**src/rtl/pipe_ctrl_pkg.sv**
```systemverilog
// -----------------------------------------------------------------------------
// pipe_ctrl_pkg
// Shared definitions for the pipeline control unit: datapath widths,
// control-register addresses, STATUS bit positions, control-op and
// exception encodings, and the controller FSM state encoding.
// No ports (package).
// -----------------------------------------------------------------------------
package pipe_ctrl_pkg;

   localparam int WORD_DATA = 32;
   localparam int WORD_ADDR = 30;
   localparam int ISA_EXP   = 3;
   localparam int CTRL_OP   = 2;
   localparam int REG_ADDR  = 5;

   // Control-register addresses
   localparam logic [REG_ADDR-1:0] CREG_STATUS     = 5'd0;
   localparam logic [REG_ADDR-1:0] CREG_PRE_STATUS = 5'd1;
   localparam logic [REG_ADDR-1:0] CREG_PC         = 5'd2;
   localparam logic [REG_ADDR-1:0] CREG_EPC        = 5'd3;
   localparam logic [REG_ADDR-1:0] CREG_EXP_VECTOR = 5'd4;
   localparam logic [REG_ADDR-1:0] CREG_CAUSE      = 5'd5;
   localparam logic [REG_ADDR-1:0] CREG_INT_MASK   = 5'd6;
   localparam logic [REG_ADDR-1:0] CREG_IRQ_PEND   = 5'd7;

   // STATUS = {30'b0, IE, EM}
   localparam int STATUS_EM = 0;
   localparam int STATUS_IE = 1;

   typedef enum logic [CTRL_OP-1:0] {
      CTRL_NOP  = 2'd0,
      CTRL_WRCR = 2'd1,
      CTRL_EXRT = 2'd2
   } ctrl_op_e;

   typedef enum logic [ISA_EXP-1:0] {
      EXP_NO_EXP     = 3'd0,
      EXP_EXT_INT    = 3'd1,
      EXP_UNDEF      = 3'd2,
      EXP_OVERFLOW   = 3'd3,
      EXP_MISS_ALIGN = 3'd4,
      EXP_TRAP       = 3'd5,
      EXP_PRV_VIO    = 3'd6
   } isa_exp_e;

   typedef enum logic {
      ST_RUN    = 1'b0,
      ST_SETTLE = 1'b1
   } state_e;

endpackage

```
**src/rtl/pipe_ctrl_irq_sync.sv**
```systemverilog
// -----------------------------------------------------------------------------
// pipe_ctrl_irq_sync
// 8-bit two-flop synchronizer for the asynchronous interrupt request lines.
// Only built when PIPE_CTRL_IRQ_EN is defined; otherwise this file is empty.
// Ports:
//   clk      in   core clock
//   reset_   in   synchronous active-high reset (clears both flop ranks)
//   IRQ      in   [7:0] asynchronous requests
//   IRQSync  out  [7:0] requests after two clk flops
// -----------------------------------------------------------------------------
`ifdef PIPE_CTRL_IRQ_EN
module pipe_ctrl_irq_sync (
   input  logic       clk,
   input  logic       reset_,
   input  logic [7:0] IRQ,
   output logic [7:0] IRQSync
);

   logic [7:0] meta_q;
   logic [7:0] sync_q;

   always_ff @(posedge clk) begin
      if (reset_) begin
         meta_q <= '0;
         sync_q <= '0;
      end else begin
         meta_q <= IRQ;
         sync_q <= meta_q;
      end
   end

   assign IRQSync = sync_q;

endmodule
`endif

```
**src/rtl/pipe_ctrl.sv**
```systemverilog
// -----------------------------------------------------------------------------
// pipe_ctrl
// Pipeline control unit for the 5-stage core. Produces per-register
// Stall/Flush, the redirect target NewPC, and the IntDetect tag; commits
// exceptions, EXRT and control-register writes at the MEM/WB boundary and
// holds the control-register file.
// Build option: PIPE_CTRL_IRQ_EN enables the IRQ synchronizer, INT_MASK,
// IRQ_PEND and IntDetect; without it IntDetect is 0 and IRQ is ignored.
// Ports:
//   clk, reset_                  clock, synchronous active-high reset
//   IFBusy, MEMBusy, LoadHazard  stall sources
//   IRQ[7:0]                     asynchronous interrupt requests
//   MEMPC, MEMEn, MEMBrFlag,
//   MEMCtrlOp, MEMDstAddr,
//   MEMOut, MEMExpCode           MEM/WB slot being committed
//   CRegRdAddr / CRegRdData      control-register read port (combinational)
//   ExeMode                      0 = kernel, 1 = user (STATUS.EM)
//   IF/ID/EX/MEM Stall, Flush    per pipeline-register control
//   NewPC                        redirect target, valid while IFFlush=1
//   IntDetect                    tag next EX/MEM load as EXT_INT
// -----------------------------------------------------------------------------
module pipe_ctrl
   import pipe_ctrl_pkg::*;
(
   input  logic                 clk,
   input  logic                 reset_,
   input  logic                 IFBusy,
   input  logic                 MEMBusy,
   input  logic                 LoadHazard,
   input  logic [7:0]           IRQ,
   input  logic [WORD_ADDR-1:0] MEMPC,
   input  logic                 MEMEn,
   input  logic                 MEMBrFlag,
   input  logic [CTRL_OP-1:0]   MEMCtrlOp,
   input  logic [REG_ADDR-1:0]  MEMDstAddr,
   input  logic [WORD_DATA-1:0] MEMOut,
   input  logic [ISA_EXP-1:0]   MEMExpCode,
   input  logic [REG_ADDR-1:0]  CRegRdAddr,
   output logic [WORD_DATA-1:0] CRegRdData,
   output logic                 ExeMode,
   output logic                 IFStall,
   output logic                 IDStall,
   output logic                 EXStall,
   output logic                 MEMStall,
   output logic                 IFFlush,
   output logic                 IDFlush,
   output logic                 EXFlush,
   output logic                 MEMFlush,
   output logic [WORD_ADDR-1:0] NewPC,
   output logic                 IntDetect
);

   function automatic logic creg_writable(input logic [REG_ADDR-1:0] a);
      logic w;
      case (a)
         CREG_STATUS, CREG_PRE_STATUS, CREG_EPC,
         CREG_EXP_VECTOR, CREG_CAUSE: w = 1'b1;
`ifdef PIPE_CTRL_IRQ_EN
         CREG_INT_MASK:               w = 1'b1;
`endif
         default:                     w = 1'b0;
      endcase
      return w;
   endfunction

   state_e               state_q;
   logic [1:0]           status_q,     status_d;
   logic [1:0]           pre_status_q, pre_status_d;
   logic [WORD_ADDR-1:0] epc_q,        epc_d;
   logic [WORD_ADDR-1:0] exp_vec_q,    exp_vec_d;
   logic [3:0]           cause_q,      cause_d;

   logic busy, commit_ok, exc_now, exrt_now, wrcr_now, flush_now;

   assign busy      = IFBusy | MEMBusy;
   // Gating with reset_ abandons any commit in a reset cycle.
   assign commit_ok = MEMEn & ~busy & ~reset_;
   assign exc_now   = commit_ok & (|MEMExpCode);
   assign exrt_now  = commit_ok & ~(|MEMExpCode) & (ctrl_op_e'(MEMCtrlOp) == CTRL_EXRT);
   assign wrcr_now  = commit_ok & ~(|MEMExpCode) & (ctrl_op_e'(MEMCtrlOp) == CTRL_WRCR);
   assign flush_now = exc_now | exrt_now;

   assign IFStall  = ~reset_ & (busy | LoadHazard);
   assign IDStall  = ~reset_ & (busy | LoadHazard);
   assign EXStall  = ~reset_ & busy;
   assign MEMStall = ~reset_ & busy;

   // A redirect flush also covers the load-use bubble into ID/EX.
   assign IFFlush  = flush_now;
   assign IDFlush  = flush_now | (~reset_ & LoadHazard & ~busy);
   assign EXFlush  = flush_now;
   assign MEMFlush = flush_now;

   assign NewPC    = exc_now ? exp_vec_q : (exrt_now ? epc_q : '0);
   assign ExeMode  = status_q[STATUS_EM];

`ifdef PIPE_CTRL_IRQ_EN
   logic [7:0] irq_synced;
   logic [7:0] int_mask_q, int_mask_d;

   pipe_ctrl_irq_sync u_irq_sync (
      .clk     (clk),
      .reset_  (reset_),
      .IRQ     (IRQ),
      .IRQSync (irq_synced)
   );

   // Suppressed in SETTLE so the first redirected fetch is never tagged.
   assign IntDetect = ~reset_ & status_q[STATUS_IE] & (|(irq_synced & ~int_mask_q))
                      & (state_q == ST_RUN) & ~flush_now;
`else
   logic unused_irq;
   assign unused_irq = ^IRQ;
   assign IntDetect  = 1'b0;
`endif

   // Next-state for the control-register file; exception > EXRT > WRCR.
   always_comb begin
      status_d     = status_q;
      pre_status_d = pre_status_q;
      epc_d        = epc_q;
      exp_vec_d    = exp_vec_q;
      cause_d      = cause_q;
`ifdef PIPE_CTRL_IRQ_EN
      int_mask_d   = int_mask_q;
`endif
      if (exc_now) begin
         // A delay-slot fault restarts at the branch one word earlier.
         epc_d        = MEMBrFlag ? (MEMPC - 30'd1) : MEMPC;
         cause_d      = {MEMBrFlag, MEMExpCode};
         pre_status_d = status_q;
         status_d     = '0;
      end else if (exrt_now) begin
         status_d     = pre_status_q;
      end else if (wrcr_now) begin
         case (MEMDstAddr)
            CREG_STATUS:     status_d     = MEMOut[1:0];
            CREG_PRE_STATUS: pre_status_d = MEMOut[1:0];
            CREG_EPC:        epc_d        = MEMOut[31:2];
            CREG_EXP_VECTOR: exp_vec_d    = MEMOut[31:2];
            CREG_CAUSE:      cause_d      = MEMOut[3:0];
`ifdef PIPE_CTRL_IRQ_EN
            CREG_INT_MASK:   int_mask_d   = MEMOut[7:0];
`endif
            default: ;
         endcase
      end
   end

   always_ff @(posedge clk) begin
      if (reset_) begin
         state_q      <= ST_RUN;
         status_q     <= '0;
         pre_status_q <= '0;
         exp_vec_q    <= '0;
`ifdef PIPE_CTRL_IRQ_EN
         int_mask_q   <= 8'hFF;
`endif
      end else begin
         status_q     <= status_d;
         pre_status_q <= pre_status_d;
         exp_vec_q    <= exp_vec_d;
`ifdef PIPE_CTRL_IRQ_EN
         int_mask_q   <= int_mask_d;
`endif
         case (state_q)
            ST_RUN:    if (flush_now) state_q <= ST_SETTLE;
            ST_SETTLE: state_q <= ST_RUN;
            default:   state_q <= ST_RUN;
         endcase
      end
   end

   // EPC and CAUSE carry no reset value; they are always written before use.
   always_ff @(posedge clk) begin
      epc_q   <= epc_d;
      cause_q <= cause_d;
   end

   // Read port with same-cycle WRCR bypass.
   always_comb begin
      case (CRegRdAddr)
         CREG_STATUS:     CRegRdData = {30'b0, status_q};
         CREG_PRE_STATUS: CRegRdData = {30'b0, pre_status_q};
         CREG_PC:         CRegRdData = {MEMPC, 2'b00};
         CREG_EPC:        CRegRdData = {epc_q, 2'b00};
         CREG_EXP_VECTOR: CRegRdData = {exp_vec_q, 2'b00};
         CREG_CAUSE:      CRegRdData = {28'b0, cause_q};
`ifdef PIPE_CTRL_IRQ_EN
         CREG_INT_MASK:   CRegRdData = {24'b0, int_mask_q};
         CREG_IRQ_PEND:   CRegRdData = {24'b0, irq_synced};
`endif
         default:         CRegRdData = '0;
      endcase
      if (wrcr_now && (MEMDstAddr == CRegRdAddr) && creg_writable(MEMDstAddr))
         CRegRdData = MEMOut;
   end

endmodule

```
**config.mk**
```make
export PLATFORM = sky130hd
export DESIGN_NAME = pipe_ctrl
export DESIGN_NICKNAME = d
export VERILOG_FILES = /design/src/rtl/pipe_ctrl_pkg.sv /design/src/rtl/pipe_ctrl_irq_sync.sv /design/src/rtl/pipe_ctrl.sv
export SDC_FILE = /design/constraint.sdc
export NUM_CORES = 1
export LEC_CHECK = 0
export ABC_AREA = 1
export CORE_ASPECT_RATIO = 0.7
export CORE_MARGIN = 3
export CORE_UTILIZATION = 48
export DETAILED_ROUTE_END_ITERATION = 7
export GPL_TIMING_DRIVEN = 1
export PLACE_DENSITY = 0.89
export RECOVER_POWER = 100
export REMOVE_ABC_BUFFERS = 1
export SYNTH_ARGS = -nofsm -noshare
export SYNTH_HDL_FRONTEND = slang
export SYNTH_SLANG_ARGS = --single-unit
```
**constraint.sdc**
```tcl
create_clock -name clk -period 5.72 [get_ports clk]
set_clock_uncertainty 0.1 [all_clocks]
set_input_delay 1.144 -clock clk [delete_from_list [all_inputs] [get_ports clk]]
set_output_delay 1.144 -clock clk [all_outputs]
set_load 0.01 [all_outputs]
```
==> results of run 1 <==
## metal layers
layer | global-route usage | routed length (um) | vias up | share of wire
li1 | - | - | 3131 | -
met1 | 0.4068 | 8013 | 2849 | 0.44
met2 | 0.4546 | 7756 | 388 | 0.43
met3 | 0.06976 | 2195 | 22 | 0.12
met4 | 0.06142 | 195 | 0 | 0.011
met5 | 0 | 0 | - | 0
## state kept, by name, summed over array words and instances (netlist names)
name          cells
epc_q            30
pre_status_q      2
status_q          2
exp_vec_q        30
cause_q           4
## synthesized netlist by cell type
master,count,area share
o22ai_1,34,0.040
conb_1,1,0.00070
nand2_1,262,0.18
nor3_2,2,0.0037
xnor2_1,3,0.0049
nand3_2,3,0.0056
buf_6,6,0.013
a21oi_1,1,0.00093
o21bai_1,3,0.0042
clkinv_1,2,0.0014
nor2_1,147,0.10
clkbuf_1,15,0.010
a31oi_1,6,0.0070
nand4_1,28,0.033
ha_1,1,0.0023
nand2_2,1,0.0012
o22ai_2,1,0.0023
nor2_4,1,0.0021
inv_2,11,0.0077
xor2_1,6,0.0098
o21ai_1,39,0.036
inv_1,112,0.078
nand3_1,70,0.065
or2_2,2,0.0023
dfxtp_1,34,0.13
o311ai_0,1,0.0016
o21ai_0,32,0.030
nand3_4,1,0.0033
buf_4,7,0.0098
nor2_2,6,0.0070
buf_2,15,0.014
o211ai_1,1,0.0014
edfxtp_1,34,0.19
## report_power, final
group          total, mW  switching [mW]  leakage (nW)  internal (mW)
registers          0.524         0.00263         0.581          0.521
clock network      0.562           0.200         0.144          0.362
logic              0.203           0.112          2.69         0.0918
## cells by family after synthesis
| family | after synthesis | synth area share |
|---|---|---|
| simple gates | 523 | 0.4085 |
| compound gates | 118 | 0.1231 |
| buf+inv | 168 | 0.1341 |
| xor+xnor | 9 | 0.01467 |
| fa+ha+maj | 1 | 0.002327 |
| other cells | 1 | 0.0006977 |
| flops | 68 | 0.3166 |
## worst max path at each step
stage | from | depth (start not counted) | slack [ns] | endpoint
floorplan | reset_ | 5 | 0.58 | epc_q[0]$_DFFE_PP_
global placement | reset_ | 9 | 0.75 | NewPC[11]
detailed placement | reset_ | 8 | 0.67 | CRegRdData[20]
CTS | reset_ | 8 | 0.67 | CRegRdData[20]
global route | reset_ | 8 | 0.26 | NewPC[14]
finish | reset_ | 8 | 0.39 | NewPC[14]
## worst max-delay path, delay by kind of cell
kind | cells | cell delay (ns)
simple gates | 3 | 0.66
buf+inv | 4 | 1.90
compound gates | 1 | 0.37
## layout make-up
type / instances / area (um^2)
clock inverter: 1 / 30.03
inverter: 125 / 469.2
multi-input combinational: 652 / 2930
timing repair buffer: 170 / 1657
sequential: 68 / 1702
fill: 930 / 3387
tap: 148 / 185.2
clock buffer: 15 / 267.8
==> results.txt, run 1 <==
CP Data Required Time -> 4.48 ns
CTS tree -> built
Slowest-stage cell, CP -> dlygate4sd3_1
Most common cell after layout, fill and taps aside -> nand2_1
Placed Instance Area -> 6989 um^2
Hold endpoint -> exp_vec_q[7]$_SDFFE_PP0P_
Post-Place Setup Slack -> 0.6749 ns
Clock tree buffer depth -> 2
Post-layout min period -> 5.332 ns
Tightest Pin Transition -> 2.319 ns
GRT Total Usage -> 0.2891
CP Cell Sequence -> clkdlybuf4s50_1 > inv_2 > nand2_1 > nor2_1 > nand2_1 > clkbuf_1 > o22ai_1 > dlygate4sd3_1
Post-Syn Area -> 5375 um^2
Clk_lat worst skew -> 0.33 ns
Vias -> 6,390
Initial antenna violation count -> 0
Syn. warnings -> 0
Reg2reg path depth -> 4
Crit. End Element -> primary output
Tcrit/Tclk final -> 0.9322
Vias/cell -> 5.420
CTS buffer count -> 9
CTS resizes -> 0
Chip Width -> 132.5 um
I/O pins -> 164
# rows -> 31
Ant. Diodes -> 0
Setup violations, final -> 0
Final Hold Vio Count -> 0
Clk sinks -> 68
Initial DRC count -> 676
Design area -> 7241 um^2
RR Endpoint -> pre_status_q[0]$_SDFFE_PP0P_
Core area -> 10,630 um^2
Total setup buffers inserted after CTS -> 0
Startpoint types -> input pin
Layout cells sized above 1 -> 0.04656
Worst VDD drop -> 0.1785 mV
Sequential area share after synthesis -> 0.3166
RSZ-0062 raised after global routing -> false
Setup_tns -> 0 ns
Starting Density -> 0.5058
Outcome -> finished with violations
DP Wirelength -> 13,520 um
Worst setup path class -> in -> out
Layout area overhead -> 34.71%
Commonest cells after routing, fill and taps aside -> 262 x nand2_1, 147 x nor2_1, 113 x inv_1
Root Driver -> clkbuf_16
R2R setup slack -> 4.86 ns
Final count of pins violating max slew -> 92
Overall routed net length -> 18,160 um
Cells after synthesis -> 888
Netlist cell types -> 33
Die Y -> 94.54 um
Worst EP arrival -> 4.09 ns
Final ANT Viol Nets -> 0
Failing checks -> capacitance limit, slew limit
Nets -> 1,119
H-tree depth -> 3
Total congestion overflow -> 0
Register bit total from synthesis -> 68
MaxCap Viol Count -> 2
Routability cong. -> 0.9221
Crit-path max FO -> 21
Drc violations -> 0
Fin util -> 0.6813
Slowest stage delay, CP -> 0.66 ns
Final non-filler cell total -> 1,179
Die Area -> 12,520 um^2
WL per Instance -> 15.40 um
Hold Crit Class -> reg -> reg
First-pass GRT wire length -> 29,210 um
Inst Count DP -> 1,163
Leakage -> 3.413 nW
Largest net degree at the start of global routing -> 61
1st-pass router iterations -> 5
IO buf count -> 154
Number of global-route vias before repair -> 5,935
HP Start -> exp_vec_q[7]$_SDFFE_PP0P_
Cts hold-fix bufs -> 0
Top cell by count, worst path -> nand2_1
Clock slew at reported path FFs -> 0.05 ns
Worst setup slack after layout -> 0.3876 ns
Fmax -> 187.5 MHz
Post-synthesis area per instance -> 6.053 um^2
Worst hold path cell count -> 4
R2R Path Start -> status_q[0]$_SDFFE_PP0P_
Worst hold margin -> 0.4317 ns
Slew HR -> -0.5504
PwrDens -> 178.1 nW/um^2
Power, Total -> 1.290 mW
No activity file was read; power rests on OpenSTA's default activity.
==> run 2: changes to the inputs <==
--- a/config.mk
+++ b/config.mk
@@ -14,6 +14,7 @@
 export PLACE_DENSITY = 0.89
 export RECOVER_POWER = 100
 export REMOVE_ABC_BUFFERS = 1
+export SKIP_LAST_GASP = 1
 export SYNTH_ARGS = -nofsm -noshare
 export SYNTH_HDL_FRONTEND = slang
 export SYNTH_SLANG_ARGS = --single-unit
==> results of run 2 <==
No change in the layout: final DEF, timing and power equal those of run 1.
